[src/rtl/tdm_demux_pkg.sv]
// Shared types and constants for the 1-to-4 TDM demultiplexer.
package tdm_demux_pkg;

  typedef enum logic {
    IDLE = 1'b0,
    RUN  = 1'b1
  } state_t;

  localparam int LANES  = 4;
  localparam int LANE_W = 2;

  localparam logic [LANE_W-1:0] LANE0 = 2'd0;
  localparam logic [LANE_W-1:0] LANE1 = 2'd1;
  localparam logic [LANE_W-1:0] LANE2 = 2'd2;
  localparam logic [LANE_W-1:0] LANE3 = 2'd3;

endpackage

[src/rtl/tdm_lane_counter.sv]
// Wrapping lane index counter; clr beats load1 (restart at lane 1) beats inc.
module tdm_lane_counter
  import tdm_demux_pkg::*;
(
  input  logic              clk,
  input  logic              rst_n,
  input  logic              clr,
  input  logic              load1,
  input  logic              inc,
  output logic [LANE_W-1:0] lane
);

  always_ff @(posedge clk or negedge rst_n) begin
    if (!rst_n) begin
      lane <= LANE0;
    end else if (clr) begin
      lane <= LANE0;
    end else if (load1) begin
      lane <= LANE1;
    end else if (inc) begin
      lane <= lane + 2'd1;
    end
  end

endmodule

[src/rtl/tdm_demux_1x4.sv]
// Sequential 1-to-4 TDM demultiplexer: collects four lane words, then updates Y0..Y3 at once.
// Optional frame_err output enabled by defining TDM_DEMUX_FRAME_ERR_EN.
//
//   state | meaning
//   IDLE  | waiting for a sync beat; unsynced beats are dropped
//   RUN   | framing locked; beats fill lanes, lane 3 completes a frame
module tdm_demux_1x4
  import tdm_demux_pkg::*;
#(
  parameter int WIDTH = 1
) (
  input  logic              clk,
  input  logic              rst_n,
  input  logic              clr,
  input  logic              in_valid,
  input  logic              in_sync,
  input  logic [WIDTH-1:0]  in_data,
  output logic [WIDTH-1:0]  Y0,
  output logic [WIDTH-1:0]  Y1,
  output logic [WIDTH-1:0]  Y2,
  output logic [WIDTH-1:0]  Y3,
  output logic              out_valid,
  output logic [LANE_W-1:0] lane,
  output logic              busy
`ifdef TDM_DEMUX_FRAME_ERR_EN
  ,
  output logic              frame_err
`endif
);

  state_t           state;
  logic [WIDTH-1:0] sh0, sh1, sh2;
  logic             accept;
  logic             restart;
  logic             advance;

  // A sync beat restarts at lane 1 unless it lands on lane 0 of a running frame.
  always_comb begin
    accept  = in_valid & ~clr;
    restart = accept & in_sync & ((state == IDLE) | (lane != LANE0));
    advance = accept & (state == RUN) & ~restart;
  end

  tdm_lane_counter u_lane_counter (
    .clk   (clk),
    .rst_n (rst_n),
    .clr   (clr),
    .load1 (restart),
    .inc   (advance),
    .lane  (lane)
  );

  always_ff @(posedge clk or negedge rst_n) begin
    if (!rst_n) begin
      state     <= IDLE;
      busy      <= 1'b0;
      sh0       <= '0;
      sh1       <= '0;
      sh2       <= '0;
      Y0        <= '0;
      Y1        <= '0;
      Y2        <= '0;
      Y3        <= '0;
      out_valid <= 1'b0;
    end else begin
      out_valid <= 1'b0;
      if (clr) begin
        state <= IDLE;
        busy  <= 1'b0;
        sh0   <= '0;
        sh1   <= '0;
        sh2   <= '0;
      end else if (restart) begin
        state <= RUN;
        busy  <= 1'b1;
        sh0   <= in_data;
      end else if (advance) begin
        case (lane)
          LANE0: sh0 <= in_data;
          LANE1: sh1 <= in_data;
          LANE2: sh2 <= in_data;
          default: begin
            Y0        <= sh0;
            Y1        <= sh1;
            Y2        <= sh2;
            Y3        <= in_data;
            out_valid <= 1'b1;
          end
        endcase
      end
    end
  end

`ifdef TDM_DEMUX_FRAME_ERR_EN
  always_ff @(posedge clk or negedge rst_n) begin
    if (!rst_n) begin
      frame_err <= 1'b0;
    end else begin
      frame_err <= accept & (((state == IDLE) & ~in_sync) |
                             ((state == RUN) & in_sync & (lane != LANE0)));
    end
  end
`endif

endmodule

[config.mk]
export PLATFORM = sky130hd
export DESIGN_NAME = tdm_demux_1x4
export DESIGN_NICKNAME = d
export VERILOG_FILES = /design/src/rtl/tdm_demux_pkg.sv /design/src/rtl/tdm_lane_counter.sv /design/src/rtl/tdm_demux_1x4.sv
export SDC_FILE = /design/constraint.sdc
export NUM_CORES = 1
export LEC_CHECK = 0
export CORE_AREA = 2 2 39 41
export DETAILED_ROUTE_END_ITERATION = 8
export DIE_AREA = 0 0 41 43
export PLACE_DENSITY = 0.78
export SYNTH_ARGS = -nofsm -noshare
export SYNTH_HDL_FRONTEND = slang
export SYNTH_SLANG_ARGS = --single-unit
export TNS_END_PERCENT = 10
[constraint.sdc]
create_clock -name clk -period 2.2 [get_ports clk]
set_input_delay 0.55 -clock clk [delete_from_list [all_inputs] [get_ports clk]]
set_output_delay 0.55 -clock clk [all_outputs]
set_load 0.05 [all_outputs]
Word-level counts from Yosys, hierarchy flattened
Cells that the tools add are included.

Input port bits: 6. Register bits after elaboration: 11. Output and inout bits: 8.

Eq/ne operators: 3. Add/sub/neg operators: 1. Reduce and logical (&&, ||, !) cells: 13. Mux-type cells: 21. Bitwise operators: 10.

Operators by type and width (number): $mux 1 (18); $reduce_bool 2->1 (5); $mux 2 (3); $reduce_and 3->1 (2); $reduce_bool 3->1 (2); $and 1x1->1 (5); $not 1->1 (4); $reduce_and 4->1 (1); $reduce_or 3->1 (1); $add 2x1->2 const B (1); $eq 2x1->1 const B (1); $eq 2x2->1 const B (1); $logic_not 2->1 (1); $ne 2x2->1 const B (1); $reduce_and 2->1 (1); $or 1x1->1 (1).

Longest topological paths before layout
Gate-level depths: netlist of the first run.

Depth in word-level cells: 9. Mapped depth: 6. Gate-level depth less buffers: 5.

Hierarchy
A second synthesis of the first run with hierarchy kept.

Cells, all modules: 40. Area, all modules: 515.5 um^2.

Modules (own cells, without submodules): tdm_demux_1x4 (area each 417.9 um^2, times used 1, sequential area each 225.2 um^2, cells each 32); tdm_lane_counter (area each 97.6 um^2, times used 1, sequential area each 50.0 um^2, cells each 8).

Worst setup path after synthesis of the first run
OpenSTA, ideal clock, no wires.

Path type: reg2reg. From: reg u_lane_counter.lane[0]. To: reg Y0. Stages on the path, launching flop included: 7. Arrival: 1853 ps. Setup time: 125 ps. Buffers on the path: 1. Data required time: 2075 ps. Period minus slack after synthesis: 1979 ps. Slack: 221 ps. Cells stage by stage: dfrtp_1 -> inv_1 -> ha_1 -> nand2b_2 -> and4b_1 -> buf_6 -> mux2_4.

Longest elaborated chain between the ends: 6. Elaborated cells between the ends (all ways): 11. Those cells by class: eq/ne (2); bitwise (5); reduce/logical (4).

RTL lines: start, declared (line tdm_lane_counter.sv:10) `output logic [LANE_W-1:0] lane`; start signal, assigned (line tdm_lane_counter.sv:21) `lane <= lane + 2'd1;`; $reduce_bool 2->1 (line tdm_demux_1x4.sv:40) `restart = accept & in_sync & ((state == IDLE) | (lane != LANE0));`; $or 1x1->1 (line tdm_demux_1x4.sv:40); $and 1x1->1 (line tdm_demux_1x4.sv:40); $not 1->1 (no line); $and 1x1->1 (line tdm_demux_1x4.sv:41) `advance = accept & (state == RUN) & ~restart;`; $reduce_and 4->1 (no line) *; end signal, assigned (line tdm_demux_1x4.sv:60) `Y0 <= '0;`; end signal, assigned (line tdm_demux_1x4.sv:83) `Y0 <= sh0;`; end, declared (line tdm_demux_1x4.sv:18) `output logic [WIDTH-1:0] Y0,`.

Mark *: on every way between the ends. The rest lies on a longest branch, timed or not. A chain may end at the register's enable or synchronous reset.

==> metrics.md, run 1 <==
| Metric | Value |
|---|---|
| Outcome | completed |
| Tmin final | approximately 2.1 ns |
| Post-CTS sizing | 0 |
| Critical path class | reg -> out |
| Antenna violations before repair | 0 |
| Die height | 43 µm |
| YS warnings | 0 |
| Io pins | 14 |
| Setup bufs post-CTS | 0 |
| Sequential cell area | around 280 µm² |
| Hold slack | 0.513 ns |
| Gp weighted congestion | 0.784 |
| Critical Path Start Type | flip-flop |
| Worst r2r path cells | 5 |
| Routed Wire Length | slightly below 1 mm |
| TritonCTS clock tree | built |
| Syn_nets | between 50 and 60 |
| Reg2reg end | Y2 |
| Placed Area | 719 µm² |
| Worst R2R Start | u_lane_counter.lane[0] |
| Max frequency | 480 MHz |
| CTS Hold Bufs | 0 |
| Vias in the first global route | around 440 |
| Finish-stage setup viols | 0 |
| Routed Antenna Nets | 0 |
| R2r setup slk | 0.46 ns |
| First DRT Iteration DRCs | 6 |
| Final Cycle Share | between 90% and 100% |
| WP buf/inv | 1 |
| Initial Utilization | roughly 41% |
| Multi-input gate area | 267 µm² |
| CP required | about 1.7 ns |
| Area growth syn-to-layout | 31.3% |
| Top Family by Delay on Critical Path | buffers and inverters |
| H-tree Lvls | 1 |
| Hold Fails Final Rpt | 0 |
| WP data arrival | about 1.5 ns |
| DRC | 0 |
| Register area share after synthesis | around half |
| Max-cap violations | 0 |
| Syn_area_per_cell | approximately 12 µm² |
| Site Rows | 14 |
| Vias | roughly 410 |
| Initial DRT Pass Iterations | 4 |
| I/O Buffers | 13 |
| Core ar. | about 0.0014 mm² |
| CP Depth | 1 |
| Reg clk slew, reported paths | 0.07 ns |
| CP cell instances | clkdlybuf4s50_1 |
| Root buf cell | clkbuf_4 |
| Worst Setup SP | state |
| Grt ovf | 0 |
| Peak supply drop | between 300 and 400 µV |
| First-pass GRT wire length | 1.77 mm |
| RSZ-0062 raised after global routing | no |
| Synth Instances | 48 |
| Synth cell types | 18 |
| Lkg Pwr | 0.353 nW |
| Worst path slowest cell | clkdlybuf4s50_1 |
| Largest net degree at the start of global routing | 12 |
| Hold WC Path Type | reg -> reg |
| Routed wire per std cell | between 10 and 15 µm |
| Clock buffer depth | 2 |
| CTS buffer count | 3 |
| Fraction of layout cells with a size suffix above 1 | between 15 and 20% |
| Routed vias/inst | between 4 and 5 |
| Skew final | ~0.0027 ns |
| Total GRT Usage | 14.9% |
| Layout Utilization | a little over half |
| Power Dens Cells | about 540 mW/mm² |
| Relative slew slack | 66.9% |
| Total power | between 0.0004 and 0.0005 W |
| CTS sink count | 11 |
| Crit. End Element | output port |
| Die width | around 41 µm |
| Worst-Skew Late Latency | ~0.27 ns |
| Worst-margin pin slew | just under 0.5 ns |
| FILL cells | roughly 140 |
| Ant diodes | 0 |
| Synthesized area | roughly 570 µm² |
| Post-synthesis register bit count | 11 |
| Crit-path max cell delay | 0.83 ns |
| Fin. max-slew vios | 0 |
| Die area | around 0.0018 mm² |
| Fin area | 746 µm² |
| CP max FO | 7 |
| Setup crit end | busy |
| Fin Setup TNS | 0 ns |
| Post-layout nets | just under 80 |
## sequential cells by signal, indices dropped and copies added (netlist names)
register and count:
Y1 1, sh2 1, state 1, out_valid 1, Y0 1, Y2 1
sh1 1, sh0 1, u_lane_counter.lane 2, Y3 1
## cell type report
type	count	share of cell area [%]
clock buffers	4	3.52
inverters	4	2.01
multi-input cells	32	35.7
flip-flops and latches	11	36.9
well taps	16	2.68
repair buffers	15	19.1
## stage by stage
stage	worst slack [ns]	instances
final	0.118	82
after global routing	0.0595	82
after CTS	0.112	82
after detailed placement	0.187	78
after global placement	0.216	78
after floorplan	0.221	48
## placed cells by master, fill, tap and decap left out
cell type,Yosys,layout
ha_1,4,4
nor2_1,3,3
and2_4,1,1
nand3_1,3,3
nor2b_1,1,1
inv_1,4,4
mux2_4,4,4
a32oi_1,1,1
o31ai_1,1,1
a311o_2,1,1
and4b_1,1,1
clkbuf_1,0,1
a21oi_1,3,3
mux2i_1,2,2
nand2b_1,3,3
clkbuf_4,0,3
buf_4,0,3
o21ai_0,3,3
clkdlybuf4s50_1,0,12
dfrtp_1,11,11
nand2b_2,1,1
## per-layer routing
metal	up-vias	global-route usage, %	wire length [µm]
li1	203	-	-
met1	184	18.7	451
met2	17	22.8	439
met3	2	3.14	73
met4	0	8.00	14
met5	-	0	0
## cell families (layout without fill, tap and decap cells)
logic type,Yosys count,after routing,share of synthesized area (%)
compound gates,9,9,10.1
fa+ha+maj,4,4,8.81
buf+inv,5,23,4.62
flops,11,11,48.5
mux,6,6,14.1
simple gates,13,13,13.9
## power by group
part / total (W) / switching [W] / leakage, nW / internal, W
Sequential: 0.000212 / 0.00000606 / 0.152 / 0.000206
Clock: 0.000136 / 0.0000657 / 0.0150 / 0.0000703
Combinational: 0.0000575 / 0.0000317 / 0.187 / 0.0000258
Total: 0.000406 / 0.000103 / 0.353 / 0.000302
## cells in the mapped netlist
library cell	instances	area (µm²)
dfrtp_1	11	275
ha_1	4	50.1
inv_1	4	15.0
mux2_4	4	60.1
a21oi_1	3	15.0
nand2b_1	3	18.8
nand3_1	3	15.0
nor2_1	3	11.3
o21ai_0	3	15.0
mux2i_1	2	20.0
a311o_2	1	11.3
a32oi_1	1	8.76
and2_4	1	8.76
and4b_1	1	10.0
buf_6	1	11.3
nand2b_2	1	8.76
nor2b_1	1	6.26
o31ai_1	1	7.51
## how the worst min path moves through the flow
stage	cells past startpoint	startpoint	slack, ns	endpoint
3_5_place_dp	1	sh0	0.50	Y0
4_1_cts	1	Y0	0.52	Y0
6_report	1	Y1	0.51	Y1
3_3_place_gp	1	Y3	0.50	Y3
2_1_floorplan	0	rst_n	0.25	Y0
5_1_grt	1	sh2	0.53	Y2
Power figures use the tool's default switching activity.
==> run 2, diff against run 1 <==
Settings changed: CTS_BUF_LIST set to sky130_fd_sc_hd__clkbuf_8.
==> run 2 against run 1 <==
Count of clock-buffer cells in the layout shrank 1. Combinational power about the same. Cell count did not move. First-iteration DRC count is 67% lower. Clock skew is 0.0011 ns lower. Fmax is 2.3% higher. Largest cell class unchanged. Register-to-register slack is essentially flat. Largest power group unchanged. Sequential power about the same.
==> metrics.md, run 2 (synthesized netlist as in run 1, its figures left out) <==
| Metric | Value |
|---|---|
| Outcome | completed (unchanged) |
| Routed wire per std cell | 12.1 µm (was 11.9 µm) |
| Fraction of layout cells with a size suffix above 1 | 19.7% (unchanged) |
| Setup bufs post-CTS | 0 (unchanged) |
| Worst-Skew Late Latency | 0.23 ns (was 0.27 ns) |
| Lkg Pwr | 0.365 nW (was 0.353 nW) |
| Worst r2r path cells | 5 (unchanged) |
| Ant diodes | 0 (unchanged) |
| Tmin final | 2.04 ns (was 2.08 ns) |
| Highest-count cells in the layout ignoring fill and taps | 12 x clkdlybuf4s50_1, 11 x dfrtp_1, 5 x inv_1, 4 x mux2_4, 4 x ha_1 (was 12 x clkdlybuf4s50_1, 11 x dfrtp_1, 4 x inv_1, 4 x mux2_4, 4 x ha_1) |
| Critical path class | reg -> out (unchanged) |
| CTS buffer count | 3 (unchanged) |
| Crit-path max cell delay | 0.83 ns (about the same) |
| Max frequency | 491 MHz (was 480 MHz) |
| Die width | 41 µm (unchanged) |
| RSZ-0062 raised after global routing | no (unchanged) |
| Post-CTS sizing | 0 (unchanged) |
| Die area | 0.00176 mm² (unchanged) |
| Worst R2R Start | u_lane_counter.lane[0] (unchanged) |
| Crit. End Element | output port (unchanged) |
| Relative slew slack | 66.3% (was 66.9%) |
| Placed cell count | 78 (unchanged) |
| CTS Hold Bufs | 0 (unchanged) |
| Hold Fails Final Rpt | 0 (unchanged) |
| Grt ovf | 0 (unchanged) |
| FILL cells | 145 (was 143) |
| Vias in the first global route | 432 (was 438) |
| Initial DRT Pass Iterations | 4 (unchanged) |
| CP Depth | 1 (unchanged) |
| Gp weighted congestion | 0.784 (unchanged) |
| Finish-stage setup viols | 0 (unchanged) |
| I/O Buffers | 13 (unchanged) |
| Top Family by Delay on Critical Path | buffers and inverters (unchanged) |
| Post-layout nets | 77 (unchanged) |
| Critical Path Start Type | flip-flop (unchanged) |
| Setup crit end | busy (unchanged) |
| R2r setup slk | 0.45 ns (was 0.46 ns) |
| Vias | 399 (was 406) |
| CP max FO | 7 (unchanged) |
| Placed Area | 719 µm² (unchanged) |
| Biggest register | u_lane_counter.lane (unchanged) |
| Antenna violations before repair | 0 (unchanged) |
| Fin area | 764 µm² (was 746 µm²) |
| Initial Utilization | 41.0% (unchanged) |
| Worst path slowest cell | clkdlybuf4s50_1 (unchanged) |
| First DRT Iteration DRCs | 2 (was 6) |
| CTS sink count | 11 (unchanged) |
| Max-cap violations | 0 (unchanged) |
| Die height | 43 µm (unchanged) |
| Worst-margin pin slew | 0.504 ns (was 0.494 ns) |
| Max reg flops | 2 (unchanged) |
| Total power | 0.000462 W (was 0.000406 W) |
| Routed Wire Length | 992 µm (was 979 µm) |
| Area growth syn-to-layout | 34.6% (was 31.3%) |
| Power Dens Cells | 604 mW/mm² (was 544 mW/mm²) |
| Routed Antenna Nets | 0 (unchanged) |
| Root buf cell | clkbuf_8 (was clkbuf_4) |
| Hold WC Path Type | reg -> reg (unchanged) |
| CP required | 1.65 ns (about the same) |
| Largest net degree at the start of global routing | 12 (unchanged) |
| WP buf/inv | 1 (unchanged) |
| Total GRT Usage | 15.0% (was 14.9%) |
| WP data arrival | 1.49 ns (was 1.53 ns) |
| Peak supply drop | 288 µV (was 311 µV) |
| Fin Setup TNS | 0 ns (unchanged) |
| Hold slack | 0.508 ns (was 0.513 ns) |
| Commonest non-fill, non-tap cell in the layout | clkdlybuf4s50_1 (unchanged) |
| Worst Setup SP | state (unchanged) |
| Fin cells | 82 (unchanged) |
| H-tree Lvls | 1 (unchanged) |
| Final Cycle Share | 92.5% (was 94.7%) |
| Routed vias/inst | 4.87 (was 4.95) |
| Reg2reg end | Y3 (was Y2) |
| Skew final | 0.00165 ns (was 0.00272 ns) |
| TritonCTS clock tree | built (unchanged) |
| CP cell instances | clkdlybuf4s50_1 (unchanged) |
| Fin. max-slew vios | 0 (unchanged) |
| DRC | 0 (unchanged) |
| Clock buffer depth | 2 (unchanged) |
| First-pass GRT wire length | 1.77 mm (about the same) |
| Reg clk slew, reported paths | 0.05 ns (was 0.07 ns) |
| Core ar. | 0.00138 mm² (unchanged) |
| Site Rows | 14 (unchanged) |
| Io pins | 14 (unchanged) |
-- run 2: report_power, final --
part / internal [W] / total (W) / switching (W)
clock: 0.000122 / 0.000191 / 0.0000692
sequential: 0.000207 / 0.000213 / 0.00000617
combinational: 0.0000258 / 0.0000576 / 0.0000319
total: 0.000355 / 0.000462 / 0.000107
-- run 2: layout make-up --
class | count | area (µm²) | share of cell area (%)
timing repair buffer | 15 | 143 | 18.7
clock inverter | 1 | 3.75 | 0.491
multi-input combinational | 32 | 267 | 34.9
clock buffer | 3 | 41.3 | 5.40
sequential | 11 | 275 | 36.0
inverter | 4 | 15.0 | 1.96
tap | 16 | 20.0 | 2.62
-- run 2: worst min path at each step --
stage | endpoint | startpoint | slack, ns | depth (start not counted)
after detailed placement | Y0 | sh0 | 0.50 | 1
after floorplan | Y0 | rst_n | 0.25 | 0
after global routing | Y2 | sh2 | 0.52 | 1
after global placement | Y3 | Y3 | 0.50 | 1
final | Y0 | sh0 | 0.51 | 1
after CTS | Y0 | sh0 | 0.51 | 1
-- run 2: metal layers --
metal	wire length, µm	GRT usage [%]	up-vias
met5	0	0	-
met4	0	8.00	0
met2	470	22.5	13
met1	453	19.0	183
li1	-	-	203
met3	68	3.66	0
-- run 2: metrics by stage --
step           util, %  worst slack [ns]
3_3_place_gp      52.0             0.216
6_report          55.2             0.164
4_1_cts           55.2             0.155
5_1_grt           55.2             0.108
2_1_floorplan        -             0.221
3_5_place_dp      52.0             0.187
